[src/rtl/oled_spi_rx_pkg.sv]
// Shared constants and the FIFO entry layout for the SSD1306 SPI receiver.
package oled_spi_rx_pkg;

   localparam int unsigned OLED_COLS   = 128;
   localparam int unsigned OLED_PAGES  = 8;
   localparam int unsigned OLED_ADDR_W = 10;
   localparam int unsigned OLED_BYTE_W = 8;

   localparam logic [OLED_ADDR_W-1:0] OLED_LAST_ADDR = OLED_ADDR_W'(OLED_COLS * OLED_PAGES - 1);

   typedef struct packed {
      logic                   dc;
      logic [OLED_ADDR_W-1:0] addr;
      logic [OLED_BYTE_W-1:0] data;
   } oled_entry_t;

   localparam int unsigned OLED_ENTRY_W = $bits(oled_entry_t);

endpackage

[src/rtl/oled_rx_fifo.sv]
// Synchronous first-word-fall-through FIFO; head is read straight from the storage registers.
module oled_rx_fifo #(
   parameter int unsigned AW = 2,
   parameter int unsigned W  = 8
) (
   input  logic         clk,
   input  logic         rst_n,
   input  logic         push_i,
   input  logic [W-1:0] data_i,
   input  logic         pop_i,
   output logic [W-1:0] data_o,
   output logic         valid_o,
   output logic         full_o
);

   localparam int unsigned DEPTH = 1 << AW;

   logic [W-1:0]  mem_q [DEPTH];
   logic [AW-1:0] wr_ptr_q, wr_ptr_d;
   logic [AW-1:0] rd_ptr_q, rd_ptr_d;
   logic [AW:0]   cnt_q, cnt_d;
   logic          wr_en;
   logic          rd_en;

   assign full_o  = (cnt_q == (AW+1)'(DEPTH));
   assign valid_o = (cnt_q != '0);
   assign data_o  = mem_q[rd_ptr_q];

   // A pop frees the slot in the same cycle, so a full FIFO still accepts a push alongside it.
   assign wr_en = push_i && (!full_o || pop_i);
   assign rd_en = pop_i && valid_o;

   always_comb begin
      wr_ptr_d = wr_ptr_q;
      rd_ptr_d = rd_ptr_q;
      cnt_d    = cnt_q;
      if (wr_en) wr_ptr_d = wr_ptr_q + AW'(1);
      if (rd_en) rd_ptr_d = rd_ptr_q + AW'(1);
      case ({wr_en, rd_en})
         2'b10:   cnt_d = cnt_q + (AW+1)'(1);
         2'b01:   cnt_d = cnt_q - (AW+1)'(1);
         default: cnt_d = cnt_q;
      endcase
   end

   always_ff @(posedge clk or negedge rst_n) begin
      if (!rst_n) begin
         wr_ptr_q <= '0;
         rd_ptr_q <= '0;
         cnt_q    <= '0;
      end else begin
         wr_ptr_q <= wr_ptr_d;
         rd_ptr_q <= rd_ptr_d;
         cnt_q    <= cnt_d;
      end
   end

   always_ff @(posedge clk) begin
      if (wr_en) mem_q[wr_ptr_q] <= data_i;
   end

endmodule

[src/rtl/oled_spi_rx.sv]
// SSD1306 SPI (mode 0, MSB first) receiver: deserialises bytes, tags them with the
// horizontal-mode frame address and queues {dc, addr, byte} for a consumer.
module oled_spi_rx
   import oled_spi_rx_pkg::*;
#(
   parameter int unsigned FIFO_AW     = 2,
   parameter int unsigned SYNC_STAGES = 2
) (
   input  logic                   clk,
   input  logic                   rst,
   input  logic                   spi_sck,
   input  logic                   spi_mosi,
   input  logic                   spi_cs_n,
   input  logic                   spi_dc,
   output logic                   out_valid,
   input  logic                   out_ready,
   output logic [OLED_BYTE_W-1:0] out_data,
   output logic                   out_dc,
   output logic [OLED_ADDR_W-1:0] out_addr,
   output logic                   overflow,
   input  logic                   ovf_clr,
   output logic                   frame_done
);

   localparam int unsigned SL = SYNC_STAGES - 1;

   logic [SYNC_STAGES-1:0] sck_sync_q, mosi_sync_q, cs_sync_q, dc_sync_q;
   logic                   sck_prev_q, rise_q, mosi_q, cs_q, dc_q;

   logic [OLED_BYTE_W-1:0] shift_q, shift_d;
   logic [2:0]             bit_cnt_q, bit_cnt_d;
   logic [OLED_ADDR_W-1:0] addr_q, addr_d;
   logic                   overflow_q, overflow_d;
   logic                   frame_done_q, frame_done_d;

   logic                    push;
   logic                    pop;
   logic                    fifo_full;
   logic                    fifo_valid;
   oled_entry_t             push_entry;
   oled_entry_t             head_entry;
   logic [OLED_ENTRY_W-1:0] head_bits;

   // Input synchronisers; cs_n idles high so a reset never looks like an active frame.
   always_ff @(posedge clk or negedge rst) begin
      if (!rst) begin
         sck_sync_q  <= '0;
         mosi_sync_q <= '0;
         cs_sync_q   <= '1;
         dc_sync_q   <= '0;
      end else begin
         sck_sync_q  <= {sck_sync_q[SYNC_STAGES-2:0],  spi_sck};
         mosi_sync_q <= {mosi_sync_q[SYNC_STAGES-2:0], spi_mosi};
         cs_sync_q   <= {cs_sync_q[SYNC_STAGES-2:0],   spi_cs_n};
         dc_sync_q   <= {dc_sync_q[SYNC_STAGES-2:0],   spi_dc};
      end
   end

   // Registered SCK rising-edge strobe with mosi/cs/dc kept aligned to it.
   always_ff @(posedge clk or negedge rst) begin
      if (!rst) begin
         sck_prev_q <= 1'b0;
         rise_q     <= 1'b0;
         mosi_q     <= 1'b0;
         cs_q       <= 1'b1;
         dc_q       <= 1'b0;
      end else begin
         sck_prev_q <= sck_sync_q[SL];
         rise_q     <= sck_sync_q[SL] & ~sck_prev_q;
         mosi_q     <= mosi_sync_q[SL];
         cs_q       <= cs_sync_q[SL];
         dc_q       <= dc_sync_q[SL];
      end
   end

   assign pop = out_ready && fifo_valid;

   always_comb begin
      shift_d         = shift_q;
      bit_cnt_d       = bit_cnt_q;
      addr_d          = addr_q;
      frame_done_d    = 1'b0;
      push            = 1'b0;
      push_entry.dc   = dc_q;
      push_entry.addr = addr_q;
      push_entry.data = {shift_q[6:0], mosi_q};
      if (cs_q) begin
         bit_cnt_d = '0;
      end else if (rise_q) begin
         shift_d   = {shift_q[6:0], mosi_q};
         bit_cnt_d = bit_cnt_q + 3'd1;
         if (bit_cnt_q == 3'd7) begin
            push         = 1'b1;
            addr_d       = dc_q ? addr_q + OLED_ADDR_W'(1) : '0;
            frame_done_d = dc_q && (addr_q == OLED_LAST_ADDR);
         end
      end
      // A drop sets the flag even when a clear arrives in the same cycle.
      overflow_d = overflow_q;
      if (push && fifo_full && !pop) overflow_d = 1'b1;
      else if (ovf_clr)              overflow_d = 1'b0;
   end

   always_ff @(posedge clk or negedge rst) begin
      if (!rst) begin
         shift_q      <= '0;
         bit_cnt_q    <= '0;
         addr_q       <= '0;
         overflow_q   <= 1'b0;
         frame_done_q <= 1'b0;
      end else begin
         shift_q      <= shift_d;
         bit_cnt_q    <= bit_cnt_d;
         addr_q       <= addr_d;
         overflow_q   <= overflow_d;
         frame_done_q <= frame_done_d;
      end
   end

   oled_rx_fifo #(
      .AW (FIFO_AW),
      .W  (OLED_ENTRY_W)
   ) u_fifo (
      .clk     (clk),
      .rst_n   (rst),
      .push_i  (push),
      .data_i  (push_entry),
      .pop_i   (pop),
      .data_o  (head_bits),
      .valid_o (fifo_valid),
      .full_o  (fifo_full)
   );

   assign head_entry = oled_entry_t'(head_bits);
   assign out_valid  = fifo_valid;
   assign out_data   = head_entry.data;
   assign out_dc     = head_entry.dc;
   assign out_addr   = head_entry.addr;
   assign overflow   = overflow_q;
   assign frame_done = frame_done_q;

endmodule

[config.mk]
export PLATFORM = sky130hd
export DESIGN_NAME = oled_spi_rx
export DESIGN_NICKNAME = d
export VERILOG_FILES = /design/src/rtl/oled_spi_rx_pkg.sv /design/src/rtl/oled_rx_fifo.sv /design/src/rtl/oled_spi_rx.sv
export SDC_FILE = /design/constraint.sdc
export NUM_CORES = 1
export LEC_CHECK = 0
export ABC_AREA = 0
export BUFFER_PORTS_ARGS = -buffer_cell sky130_fd_sc_hd__buf_4
export CORE_UTILIZATION = 54
export CTS_CLUSTER_DIAMETER = 50
export DETAILED_ROUTE_END_ITERATION = 8
export HOLD_SLACK_MARGIN = 0.06
export PLACE_DENSITY = 0.77
export SYNTH_ARGS = -nofsm -noshare
export SYNTH_HDL_FRONTEND = slang
export SYNTH_SLANG_ARGS = --single-unit
[constraint.sdc]
create_clock -name clk -period 2 [get_ports clk]
set_input_delay 0.1 -clock clk [delete_from_list [all_inputs] [get_ports clk]]
set_output_delay 0.1 -clock clk [all_outputs]
set_load 0.03 [all_outputs]
; ---- Word level (Yosys, flattened, before mapping)
; Memory sizes are Yosys's and may differ from the RTL's.
; Index checks and enable logic that the tools add are counted.
[word_totals]
register_bits = 42
mem_bits_rw = 76
in_bits = 8
wordCells = 61
n_memories = 1
[memory_table]
columns = name, words, width, rd, rd_ports_with_merged_regs, wr, line
row1 = u_fifo.mem_q, 4, 19, 1, 0, 1, oled_rx_fifo.sv:18  ; logic [W-1:0] mem_q [DEPTH];
[classes]
add_sub_neg = 6
eq_ne = 5
mux = 14
bitwise = 3
n_reduce_logical = 15
[op_table]
columns = operator, n
row1 = $add 10x1->10 const B, 1
row2 = $eq 10x10->1 const B, 1
row3 = $mux 1, 10
row4 = $mux 10, 1
row5 = $add 3x1->3 const B, 2
row6 = $eq 3x3->1 const B, 2
row7 = $logic_and 1x1->1, 6
row8 = $mux 3, 2
row9 = $pmux 3 s2, 1
row10 = $reduce_bool 2->1, 3
row11 = $add 2x1->2 const B, 2
row12 = $reduce_and 3->1, 1
row13 = $reduce_bool 3->1, 1
row14 = $sub 3x1->3 const B, 1
row15 = $eq 2x1->1 const B, 1
row16 = $eq 2x2->1 const B, 1
row17 = $logic_not 1->1, 2
row18 = $not 1->1, 2
row19 = $reduce_and 2->1, 1
row20 = $and 1x1->1, 1
row21 = $logic_or 1x1->1, 1

; ---- Longest topological paths before layout
[logic_depth]
depth_word = 7
depth_mapped = 12
ltp_nobuf = 11

; ---- Modules after synthesis
; Synthesis repeated with hierarchy kept, for this count alone.
[unflattened]
hier_cells = 245
area_unflattened_um2 = 4591.9
[by_module_without_submodules]
columns = module, instances, cells_each, area_per_inst_um2, seq_area_each_um2
row1 = oled_rx_fifo, 1, 137, 3168.0, 2457.4
row2 = oled_spi_rx, 1, 108, 1423.9, 879.6

; ---- Worst setup path after synthesis
; Ideal clock, no wire load.
[synth_path]
kind = register to register
start = register u_fifo.cnt_q[0]
end = register u_fifo.cnt_q[2]
arrival_time_ps = 2068
required_time_ps = 1921
path_slack_ps = -148
stages_incl_launch_ff = 10
cell_sequence = dfrtp_1 -> or4b_4 -> nor2b_4 -> inv_1 -> ha_1 -> inv_1 -> fa_1 -> xor2_1 -> nor2_1 -> xor2_1
[synth_via]
elab_chain_len = 6
word_cells_on_any_way = 13
classes_between = add/sub (2) / eq/ne (3) / mux (1) / reduce/logical (7)
[synth_lines]
columns = item, line
row1 = start: declaration, oled_rx_fifo.sv:21  ; logic [AW:0] cnt_q, cnt_d;
row2 = start signal: assignment, oled_rx_fifo.sv:54  ; cnt_q <= cnt_d;
row3 = $eq 3x3->1 or $reduce_bool 3->1 (tied branches), "oled_rx_fifo.sv:25, oled_rx_fifo.sv:26"
row4 = $logic_not 1->1 or $logic_and 1x1->1 (tied branches), "oled_rx_fifo.sv:30, oled_spi_rx.sv:76"
row5 = $logic_or 1x1->1, oled_rx_fifo.sv:30  ; assign wr_en = push_i && (!full_o || pop_i);
row6 = $logic_and 1x1->1, oled_rx_fifo.sv:30
row7 = $eq 2x1->1 or $eq 2x2->1 (tied branches), oled_rx_fifo.sv:39  ; case ({wr_en, rd_en})
row8 = $pmux 3 s2 or $reduce_bool 2->1 (tied branches), -
; Parallel ways exist; a longest one is shown, timed or not.
; A chain may end at the register's enable or synchronous reset.

; ---- Final worst setup path
[layout_path]
start = register u_fifo.cnt_q[1]
end = register u_fifo.cnt_q[2]
; Same word-level chain as after synthesis.

==> key figures <==
Timing
  – Max-Slew Margin vs Limit: 0.635
  – Worst slew pin tran: 547 ps
  – Min Tclk post-route: 2050 ps
  – Setup TNS: -48.6 ps
  – Final Skew: 7.57 ps
  – Final worst slack: -48.6 ps
  – Pins Over Slew Limit: 0
  – Fmax: 488 MHz
  – Final setup fails: 1
  – Hold Vio Cnt, Final: 0
  – Fin crit share: 1.02
  – RSZ-0062 raised after global routing: true

Power
  – Switching Share: 0.277
  – Peak supply drop: 921 uV
  – Logic gate share of total power: 0.243
  – Sequential share of power: 0.371
  – Clock Power Share: 0.386
  – LEAKAGE: 2.20 nW
  – Power Dens Cells: 1400 nW/um2
  – Switching power total: 2.23 mW
  – Pint: 5.82 mW

Min path
  – HP Class: primary input to async pin

GRT
  – Remaining Overflow, GRT: 0
  – Largest net degree at the start of global routing: 43
  – Global Route Usage Sum: 0.202
  – First-pass GRT wire length: 12,500 um
  – Initial antenna violation count: 0
  – Vias in the first global route: 2,468

Routing
  – Drt via density: 5.50
  – DR vias: 2,342
  – Detailed-route DRC error count: 0
  – Post-route ant nets: 0
  – Met2 WL: 4220 um
  – DRT Pass-1 Iters: 4
  – Routed WL: 8040 um
  – 1st-iter DRT viols: 172
  – Routed wl met3: 392 um
  – WL met1: 3300 um
  – Routed len/inst: 18.9 um
  – Max layer used: met4

Setup path
  – Critical Path RT: 2430 ps
  – Crit start category: register
  – Crit path kind: register to register
  – Sequence of cells on the critical path: or4b_4 -> nor2b_4 -> inv_2 -> ha_4 -> inv_2 -> fa_2 -> xor2_1 -> nor2_1 -> xor2_1
  – Reg2Reg Depth: 9
  – Worst r2r src: u_fifo.cnt_q[1]
  – Critical Path Sink Type: register
  – Worst Path Arrival: 2480 ps
  – Crit path from: u_fifo.cnt_q[1]
  – Slowest-stage cell, CP: or4b_4
  – Critical path fanouts, max: 2
  – Slowest Stage Delay on Critical Path: 520 ps
  – Register-to-Register Setup Slack: -50 ps
  – Reg-to-reg endpoint: u_fifo.cnt_q[2]

Run status
  – Outcome: finished, violations left
  – Failing checks: negative setup slack

Clock network
  – CTS Sinks: 118
  – CTS Buf Count: 17
  – Register clock-pin slew on the reported worst setup and hold paths: 60 ps
  – CTS Buffer Depth: 2
  – CTS root buf: clkbuf_8
  – TritonCTS clock tree: yes
  – Clk_lat worst skew: 500 ps
  – H-Tree Depth: 4

Floorplan
  – Core box area: 8180 um2
  – Starting Density: 0.554
  – Row count: 33
  – Width of the die: 93.6 um
  – Die height: 93.6 um
  – Die ar.: 8760 um2
  – # IOs: 30

Yosys
  – Syn avg cell area: 18.5 um2
  – Ys async rst share: 0.356
  – Synth top cells by count: 76 x edfxtp_1, 39 x dfrtp_1, 19 x mux4_2, 9 x inv_1, 9 x nand2_1
  – Synth top area cells: edfxtp_1 50%, dfrtp_1 22%, mux4_2 9.4%, ha_1 2.2%, dfstp_2 1.7%
  – Distinct cells, synth: 37
  – Area leader, netlist: edfxtp_1
  – Cells after synthesis: 245
  – Number of synthesized flops with an enable pin: 76
  – Syn. warnings: 0
  – Main synth FF type: edfxtp_1
  – Number of synthesized register bits: 118
  – Cell Area, Synth: 4530 um2
  – Sequential share of the synthesized area: 0.736
  – Most frequent cell after synthesis: edfxtp_1
  – Syn Nets: 262
  – Synth top area share: 0.503

Final layout
  – # diodes: 0
  – Nets: 325
  – Layout Cells excl Fill: 426
  – Multi-input gate area: 1140 um2
  – Area grow syn2layout: 27.0%
  – # fillers: 511
  – Sequential cell area: 3340 um2
  – Layout cells sized above 1: 0.374

Placement
  – Placed insts: 382
  – Setup WS pre-CTS: -122 ps
  – Port bufs: 29
  – GP Congestion: 0.701
  – Dpl hpwl: 4330 um

Run
  – Max-cap violations: 0
## area by class of cell
| type | instances | share of cell area |
|---|---|---|
| Clock buffer | 18 | 0.0726 |
| Clock inverter | 14 | 0.0343 |
| Inverter | 9 | 0.00587 |
| Multi-Input combinational cell | 109 | 0.198 |
| Sequential cell | 118 | 0.580 |
| Tap cell | 105 | 0.0228 |
| Timing Repair Buffer | 53 | 0.0865 |
## worst max-delay path by stage
stage	to	slack, ps
2_1_floorplan	u_fifo.cnt_q[2]	-110
3_3_place_gp	u_fifo.cnt_q[2]	-100
3_5_place_dp	u_fifo.cnt_q[2]	-120
4_1_cts	u_fifo.cnt_q[2]	-100
5_1_grt	u_fifo.cnt_q[2]	-140
6_report	u_fifo.cnt_q[2]	-50
## critical path: cells and delay by family (launching register included)
family        cells  cell delay, ps
simple gates      3             780
xor+xnor          2             290
fa+ha+maj         2             440
flops             1             370
buf+inv           2              90
## layout by cell type (no fill, tap or decap), types with 3 or more instances in the layout
cell type | Yosys | routed
nor2b_1 | 3 | 3
xnor2_1 | 4 | 4
a21oi_1 | 3 | 3
mux2i_1 | 5 | 5
buf_6 | 0 | 8
or4_1 | 3 | 3
nor2_1 | 5 | 5
nor4_1 | 3 | 3
mux2_2 | 7 | 7
inv_1 | 9 | 7
dfstp_2 | 3 | 3
xor2_1 | 3 | 3
nand2_1 | 9 | 9
nand3_1 | 7 | 7
inv_6 | 0 | 3
ha_1 | 8 | 7
and2_4 | 0 | 4
edfxtp_1 | 76 | 76
dfrtp_1 | 39 | 37
o21ai_0 | 8 | 8
clkbuf_16 | 0 | 17
clkinv_4 | 0 | 3
dlygate4sd3_1 | 0 | 8
bufinv_16 | 0 | 4
buf_4 | 1 | 34
mux4_2 | 19 | 19
## power by group through the flow
stage | sequential (mW) | clock (mW) | combinational (mW)
floorplan | 2.93 | 0 | 1.19
global placement | 2.97 | 0 | 1.71
detailed placement | 2.99 | 0 | 1.73
CTS | 2.97 | 3.13 | 1.85
global route | 3.00 | 3.25 | 2.07
finish | 2.98 | 3.10 | 1.96
## registers in the layout, summed over array words and instances (netlist names), 2 cells and up
name             flops
shift_q              7
u_fifo.mem_q        76
u_fifo.wr_ptr_q      2
cs_sync_q            2
sck_sync_q           2
dc_sync_q            2
u_fifo.rd_ptr_q      2
mosi_sync_q          2
u_fifo.cnt_q         3
addr_q              10
bit_cnt_q            3
## metrics by stage
step	util	instance area, um2	hold slack (ps)	power (mW)
detailed placement	0.605	4950	119	4.72
finish	0.704	5760	148	8.05
floorplan	-	4540	-196	4.12
global placement	0.605	4950	117	4.68
global route	0.704	5760	184	8.33
CTS	0.696	5690	134	7.95
## metal layers
metal | track usage | vias up
met5 | 0 | -
met4 | 0.0962 | 0
met3 | 0.0585 | 10
met2 | 0.328 | 77
met1 | 0.252 | 1180
li1 | - | 1075
## cell families (layout without fill, tap and decap cells)
group / Yosys count / in the layout / synth area share
xor gates and xnor gates: 7 / 7 / 0.0135
buffers and inverters: 18 / 94 / 0.0171
muxes: 32 / 32 / 0.126
AOI/OAI and AO/OA: 18 / 18 / 0.0243
DFF: 118 / 118 / 0.736
and+or+nand+nor: 43 / 43 / 0.0563
adders and majority gates: 9 / 9 / 0.0265
## timing repair
item                                   4_1_cts  5_1_grt
pin swaps                                    3        0
resized for setup                            5       13
buffers inserted                             2        0
cloned                                       1        1
endpoints found under the hold margin       49        0
setup endpoints to repair                   27       63
hold buffers                                 8        0
(Power assumes the default switching activity.)
